==> src/rtl/mult_arbiter.sv <==
// Round-robin front end that time-shares one start/done sequential multiplier
// among NREQ requesters, with a watchdog that aborts a stalled multiply.
module mult_arbiter #(
  parameter int NREQ    = 4,
  parameter int WIDTH   = 32,
  parameter int TIMEOUT = 256,
  parameter int IDW     = $clog2(NREQ)
) (
  input  logic                  clk,
  input  logic                  rst,
  input  logic [NREQ-1:0]       req_valid,
  input  logic [NREQ*WIDTH-1:0] req_a,
  input  logic [NREQ*WIDTH-1:0] req_b,
  output logic [NREQ-1:0]       req_ready,
  output logic [NREQ-1:0]       rsp_valid,
  output logic [2*WIDTH-1:0]    rsp_p,
  output logic                  rsp_err,
  input  logic [NREQ-1:0]       rsp_ready,
  output logic                  mul_start,
  output logic [WIDTH-1:0]      mul_a,
  output logic [WIDTH-1:0]      mul_b,
  input  logic                  mul_done,
  input  logic [2*WIDTH-1:0]    mul_p,
  output logic                  busy,
  output logic [IDW-1:0]        grant_id
);

  localparam int WDW = (TIMEOUT > 1) ? $clog2(TIMEOUT) : 1;

  typedef enum logic [1:0] {IDLE, ISSUE, WAIT, RESP} state_t;

  state_t         state;
  state_t         state_next;
  logic [IDW-1:0] last;
  logic [IDW-1:0] pick;
  logic           pick_valid;
  logic [WDW-1:0] wdog;
  logic           wdog_expired;

  function automatic logic [IDW-1:0] wrap_idx(input logic [IDW-1:0] base, input int k);
    return IDW'((int'(base) + k) % NREQ);
  endfunction

  // Rotating priority: the search starts at the requester after the last one served.
  always_comb begin
    pick_valid = 1'b0;
    pick       = '0;
    for (int k = 1; k <= NREQ; k++) begin
      if (!pick_valid && req_valid[wrap_idx(last, k)]) begin
        pick_valid = 1'b1;
        pick       = wrap_idx(last, k);
      end
    end
  end

  assign wdog_expired = (wdog == WDW'(TIMEOUT - 1));

  always_ff @(posedge clk or negedge rst) begin
    if (!rst) begin
      state <= IDLE;
    end else begin
      state <= state_next;
    end
  end

  always_comb begin
    state_next = state;
    case (state)
      IDLE:    if (pick_valid) state_next = ISSUE;
      ISSUE:   state_next = WAIT;
      WAIT:    if (mul_done || wdog_expired) state_next = RESP;
      RESP:    if (rsp_ready[grant_id]) state_next = IDLE;
      default: state_next = IDLE;
    endcase
  end

  always_comb begin
    req_ready = '0;
    rsp_valid = '0;
    if (state == IDLE && pick_valid) req_ready[pick] = 1'b1;
    if (state == RESP) rsp_valid[grant_id] = 1'b1;
    mul_start = (state == ISSUE);
    busy      = (state != IDLE);
  end

  // Operands stay frozen from the grant until the next grant, so they are stable while the multiplier runs.
  always_ff @(posedge clk or negedge rst) begin
    if (!rst) begin
      mul_a    <= '0;
      mul_b    <= '0;
      grant_id <= '0;
      last     <= IDW'(NREQ - 1);
      wdog     <= '0;
      rsp_p    <= '0;
      rsp_err  <= 1'b0;
    end else begin
      case (state)
        IDLE: begin
          if (pick_valid) begin
            mul_a    <= req_a[pick*WIDTH +: WIDTH];
            mul_b    <= req_b[pick*WIDTH +: WIDTH];
            grant_id <= pick;
          end
        end
        ISSUE: wdog <= '0;
        WAIT: begin
          wdog <= wdog + WDW'(1);
          if (mul_done) begin
            rsp_p   <= mul_p;
            rsp_err <= 1'b0;
          end else if (wdog_expired) begin
            rsp_p   <= '0;
            rsp_err <= 1'b1;
          end
        end
        RESP: if (rsp_ready[grant_id]) last <= grant_id;
        default: ;
      endcase
    end
  end

endmodule

==> config.mk <==
export PLATFORM = sky130hd
export DESIGN_NAME = mult_arbiter
export DESIGN_NICKNAME = d
export VERILOG_FILES = /design/src/rtl/mult_arbiter.sv
export SDC_FILE = /design/constraint.sdc
export NUM_CORES = 1
export LEC_CHECK = 0
export CAP_MARGIN = 10
export CELL_PAD_IN_SITES_DETAIL_PLACEMENT = 0
export CELL_PAD_IN_SITES_GLOBAL_PLACEMENT = 2
export CORE_UTILIZATION = 21
export DETAILED_ROUTE_END_ITERATION = 12
export PLACE_DENSITY_LB_ADDON = 0.25
export SKIP_LAST_GASP = 1
export SLEW_MARGIN = 20
export SYNTH_ARGS = -nofsm -noshare
export SYNTH_HDL_FRONTEND = slang
export SYNTH_SLANG_ARGS = --single-unit
==> constraint.sdc <==
create_clock -name clk -period 2.4 [get_ports clk]
set_input_delay 0.36 -clock clk [delete_from_list [all_inputs] [get_ports clk]]
set_output_delay 0.36 -clock clk [all_outputs]
set_load 0.01 [all_outputs]
* After elaboration in Yosys (flattened, before gate mapping)
Cells that the tools add are included.
** Cells by class
- $add $sub $neg :: 5
- $lt $le $gt $ge :: 8
- Eq/ne operators :: 7
- Shifts and indexed selects :: 2
- Multiplexer cells :: 33
- Reductions and logical operators :: 18
** Operators with widths (number)
- 128-bit by 8-bit indexed part select with 32-bit output :: 2
- 64-bit 2-to-1 mux :: 2
- 2-bit by 3-bit < comparator with 1-bit output (second input constant) :: 6
- 8-bit one-hot mux with 2 select lines :: 1
- 2-bit 2-to-1 mux :: 7
- 1-bit 2-to-1 mux :: 13
- 1-bit binary-select mux with 2-bit select :: 5
- 8-bit by 1-bit adder with 8-bit output (second input constant) :: 1
- 8-bit equality test (second input constant) :: 1
- 4-bit 2-to-1 mux :: 2
- 2-bit one-hot mux with 4 select lines :: 1
- 1-bit logical AND :: 6
- 2-bit AND reduction :: 3
- 2-bit nonzero test :: 3
- 2-bit by 1-bit adder with 2-bit output (second input constant) :: 2
- 2-bit adder (second input constant) :: 2
- 1-bit demux with 2-bit select :: 2
- 2-bit equality test (second input constant) :: 2
- 2-bit by 1-bit >= comparator with 1-bit output (second input constant) :: 2
- 2-bit != test (second input constant) :: 2
- 1-bit logical NOT :: 3
- 3-bit AND reduction :: 1
- 2-bit by 1-bit equality test with 1-bit output (second input constant) :: 1
- 2-bit logical NOT :: 1
- 2 further kinds :: 2
** Storage, ports and cells
- Bits in registers :: 143
- Bits of input ports :: 331
- Output and inout port bits :: 141
- Word-level logic and storage cells :: 81

* Logic depth before layout (Yosys ltp)
- Depth after elaboration :: 18
- Mapped depth :: 8
- Mapped depth without buffers :: 6

* Worst setup path before layout
OpenSTA, ideal clock, no wires.
- Path kind :: reg2reg
- Start point :: register last[1]
- End point :: register mul_a[10]
- Setup time :: 142 ps
- Data arrival time :: 1638 ps
- Data required time :: 2258 ps
- Path slack :: 620 ps
- Stages on the path, launching flop included :: 9
- Clock period less this slack :: 1780 ps
- Cell sequence :: dfstp_2 > buf_6 > nand2b_1 > a21oi_2 > o221ai_4 > buf_6 > buf_8 > mux2i_1 > o221ai_1
** On the way
- Word-level cells in the longest chain between the ends :: 14
- Elaborated cells between the ends (all ways) :: 28
- Classes of those cells :: add/sub (4); shift (1); mux (16); reduce/logical (7)
** Ends and longest elaborated chain
- start, declared :: RTL line 34 : logic [IDW-1:0] last;
- start signal, assigned :: RTL line 92 : last <= IDW'(NREQ - 1);
- start signal, assigned :: RTL line 116 : RESP: if (rsp_ready[grant_id]) last <= grant_id;
- 2-bit by 1-bit adder with 2-bit output :: RTL line 41 : return IDW'((int'(base) + k) % NREQ);
- 1-bit binary-select mux with 2-bit select :: RTL line 49 : if (!pick_valid && req_valid[wrap_idx(last, k)]) begin
- 1-bit 2-to-1 mux (implied by the code) :: RTL line 49
- 1-bit 2-to-1 mux :: RTL line 49
- 1-bit logical NOT :: RTL line 49
- 1-bit logical AND :: RTL line 49
- 1-bit 2-to-1 mux :: RTL line 49
- 1-bit logical NOT :: RTL line 49
- 1-bit logical AND :: RTL line 49
- 1-bit 2-to-1 mux :: RTL line 49
- 1-bit logical NOT :: RTL line 49
- 1-bit logical AND :: RTL line 49
- 2-bit 2-to-1 mux or 1-bit 2-to-1 mux (tied branches) :: RTL line 49
- 128-bit by 8-bit indexed part select with 32-bit output or 2-bit AND reduction (tied branches)
- end signal, assigned :: RTL line 100 : mul_a <= req_a[pick*WIDTH +: WIDTH];
- end, declared :: RTL line 20 : output logic [WIDTH-1:0] mul_a,
Parallel ways exist; a longest one is shown, timed or not. The select of a mux whose other input is x is not followed.
A chain may end at the register's enable or synchronous reset.

* Worst setup path in the final report
- Start point :: register last[1]
- End point :: output req_ready[0]
** On the way
- Word-level cells in the longest chain between the ends :: 18
- Elaborated cells between the ends (all ways) :: 33
- Classes of those cells :: add/sub (4); order compare (2); mux (19); reduce/logical (8)
** Ends and longest elaborated chain
- 2-bit by 1-bit adder with 2-bit output :: RTL line 41
- 1-bit binary-select mux with 2-bit select :: RTL line 49
- 1-bit 2-to-1 mux (implied by the code) :: RTL line 49
- 1-bit 2-to-1 mux :: RTL line 49
- 1-bit logical NOT :: RTL line 49
- 1-bit logical AND :: RTL line 49
- 1-bit 2-to-1 mux :: RTL line 49
- 1-bit logical NOT :: RTL line 49
- [2 not listed]
- 1-bit logical NOT :: RTL line 49
- 1-bit logical AND :: RTL line 49
- 2-bit 2-to-1 mux :: RTL line 49
- 2-bit by 3-bit < comparator with 1-bit output (implied by the code) or 2-bit by 1-bit >= comparator with 1-bit output (tied branches) :: RTL line 80 : if (state == IDLE && pick_valid) req_ready[pick] = 1'b1;
- 1-bit logical AND (implied by the code) :: RTL line 80
- 1-bit 2-to-1 mux (implied by the code) :: RTL line 80
- 1-bit demux with 2-bit select :: RTL line 80
- 4-bit 2-to-1 mux (*) :: RTL line 80
- end, declared :: RTL line 14 : output logic [NREQ-1:0] req_ready,
Mark *: on every way between the ends. The rest lies on a longest branch, timed or not. The select of a mux whose other input is x is not followed.

==> flow_metrics.tcl <==
set metrics [dict create \
    htreeDepth 4 \
    synth_compound_area_share_pct 17.4 \
    fin_hold_ws_ns 0.444 \
    fin_worst_skew_ns 0.0134 \
    cp-end-kind "primary output" \
    r2r_cells 8 \
    m1WireLength_mm 12.0 \
    seqCellArea_sq_um 3580 \
    wl_per_cell_um 20.5 \
    clock_latency_ns 0.43 \
    postSynth.asyncResetShare_pct 100 \
    slowest_stage "dfstp_2" \
    fp.dieW_um 188 \
    yosysTopAreaCellShare_pct 48.4 \
    die-area_sq_um 35500 \
    slew_headroom_pct 66.3 \
    cts_max_path_buffers 2 \
    path_delay_family "flip-flops" \
    grt_max_degree 53 \
    numCtsBuffers 17 \
    synth_top_family_by_area "multiplexers" \
    grt_pass1_wl_mm 47.0 \
    drv_cap 0 \
    critPathMostFrequentCell "a21oi_1" \
    nets 1419 \
    clkSinkCount 143 \
    post-route-util_pct 39.0 \
    yosys-top-cells-area "dfrtp_1 (48%), mux2i_1 (18%), a22o_1 (7.9%), o221ai_1 (7.7%), nand2_1 (3.9%)" \
    synth_nets 944 \
    dpl.hpwl_mm 24.3 \
    drt-initial-drc-count 188 \
    yosysSeqAreaShare_pct 49.1 \
    rsz0062_at_grt "false" \
    required_ns 2.04 \
    synthToLayoutAreaGrowth_pct 81.2 \
    setup_viol 0 \
    io_pins 472 \
    power_density_nw_per_um2 1130 \
    peakVddDrop_uv 678 \
    synthAdderAreaFrac_pct 0.858 \
    vias 6888 \
    holdCritPathClass "in -> async" \
    pwr-share-comb_pct 51.7 \
    antenna_left 0 \
    drive_above_1_share_pct 7.58 \
    start_kind "register" \
    layout_common_cells "clkdlybuf4s50_1 (466), dfrtp_1 (141), mux2i_1 (131)" \
    path_class "reg -> out" \
    synthMuxAreaShare_pct 18.6 \
    routed_wirelength_mm 31.7 \
    grt_pass1_vias 7466 \
    multiInputGateArea_sq_um 3230 \
    syn_area_sq_um 7290 \
    start_util_pct 21.5 \
    path_cells "a21oi_1 -> a31oi_1 -> a21oi_1 -> nand2b_2 -> nor2_1 -> dlygate4sd2_1" \
    arrival_ns 1.89 \
    fp.coreArea_sq_um 33900 \
    ys_seq_elements 143 \
    antenna_found_initial 5 \
    drc 0 \
    slew_violations 0 \
    synth_xor_area_share_pct 0.240 \
    synth_edf_count 0 \
    final_common_cell "clkdlybuf4s50_1" \
    nFillCells 3345 \
    synthSimpleGateAreaFrac_pct 6.78 \
    viasPerCell 4.46 \
    crit_cells 6 \
    tritoncts "built" \
    firstDrtPassIters 4 \
    clockPowerShare_pct 19.9 \
    io_buffer_count 471 \
    critical_path_buf_inv_count 1 \
    synth.distinct_cells 38 \
    critical-path-max-stage-delay_ns 0.59 \
    die_h_um 188 \
    fmax_mhz 444 \
    grtUsageTotal_pct 17.7 \
    swShare_pct 35.6 \
    wl_met3_mm 3.21 \
    path_clk_slew_ns 0.07 \
    yosys.area.top_type "dfrtp_1" \
    worst_pin_slew_ns 0.505 \
    fin_crit_sh_pct 93.9 \
    topRoutingLayerUsed "met5" \
    syn_inst 608 \
    timing.setup.tns_ns 0 \
    status "finished, final reports clean" \
    p_int_uw 9590 \
    yosys_warnings 0 \
    rows 67 \
    avgSynthCellArea_sq_um 12.0 \
    critPathMaxFanout 8 \
    cts_root_buf "clkbuf_16" \
    place_congestion 0.827 \
    wl_met2_mm 16.2 \
    pwr-share-seq_pct 28.3 \
    power.leakage_uw 0.00582 \
    overflow 0 \
    fin_crit_ns 2.25 \
    ys.flop_type "dfrtp_1" \
    p_switching_uw 5300 \
    hold_viol 0 \
]
-- per-layer routing --
| metal | track usage (%) | vias up |
|---|---|---|
| met5 | 0 | - |
| met4 | 4.25 | 4 |
| met3 | 7.15 | 17 |
| met2 | 31.6 | 311 |
| met1 | 19.3 | 3300 |
| li1 | - | 3256 |
-- sequential cells by signal, summed over array words and instances (netlist names) --
signal	count
rsp_p	64
last	2
mul_a	32
rsp_err	1
wdog	8
state	2
mul_b	32
grant_id	2
-- logic make-up after synthesis --
| kind of cell | count (synthesis) |
|---|---|
| multiplexers | 134 |
| adder cells (fa/ha/maj) | 5 |
| buffers and inverters | 62 |
| flip-flops | 143 |
| XOR/XNOR | 2 |
| AO/OA/AOI/OAI | 148 |
| AND/OR/NAND/NOR | 114 |
-- layout make-up --
type                       count  share of cell area, %
multi-input combinational    403                   24.4
timing repair buffer         508                   39.1
clock inverter                14                   1.55
tap                          448                   4.24
clock buffer                  17                   3.22
inverter                      10                  0.284
antenna                        3                 0.0568
sequential                   143                   27.1
-- cells in the mapped netlist, types with 2 or more instances --
cell type / instances
a22o_1: 66
buf_8: 2
o221ai_1: 64
a31oi_1: 2
clkbuf_1: 16
buf_6: 8
a21oi_1: 4
buf_12: 11
o21ai_0: 7
and3_1: 4
nand2b_1: 6
inv_1: 10
dfstp_2: 2
nand3_1: 8
buf_2: 15
mux2i_1: 131
mux2_2: 2
nor2_1: 11
ha_1: 5
nand2_1: 75
dfrtp_1: 141
nor2b_1: 2
-- path summary, 6_finish.rpt --
kind	start	to	slack (ns)
max	last[1]$_DFFE_PN1P_	req_ready[0]	0.15
min	rst	rsp_p[8]$_DFFE_PN0P_	0.44
max reg2reg	last[1]$_DFFE_PN1P_	mul_a[22]$_DFFE_PN0P_	0.28
min reg2reg	mul_b[1]$_DFFE_PN0P_	mul_b[1]$_DFFE_PN0P_	0.49
max in group asynchronous	rst	mul_a[15]$_DFFE_PN0P_	1.26
min in group clk	mul_b[1]$_DFFE_PN0P_	mul_b[1]$_DFFE_PN0P_	0.49
-- what timing repair did --
| item | 4_1_cts | 5_1_grt |
|---|---|---|
| gates resized for setup | 5 | 4 |
| pin swaps | 0 | 0 |
| setup endpoints to repair | 4 | 3 |
| hold endpoints to repair | 40 | 0 |
| buffers inserted | 1 | 0 |
| hold buffers | 1 | 0 |
-- per-stage QoR --
step,cells,total power [uW],worst slack (ns),instance area [sq um]
floorplan,608,8180,0.620,7290
global placement,1510,12000,-0.0465,12500
detailed placement,1510,12100,-0.0305,12500
CTS,1543,15200,-0.145,13200
global route,1546,15800,0.0417,13200
finish,1546,14900,0.148,13200
-- power by group through the flow --
stage	Clock [uW]	Sequential (uW)	Combinational, uW
detailed placement	0	4230	7840
floorplan	0	4660	3520
global placement	0	4250	7800
finish	2970	4220	7700
global route	3160	4370	8290
CTS	3070	4240	7840
Power figures use the tool's default switching activity.
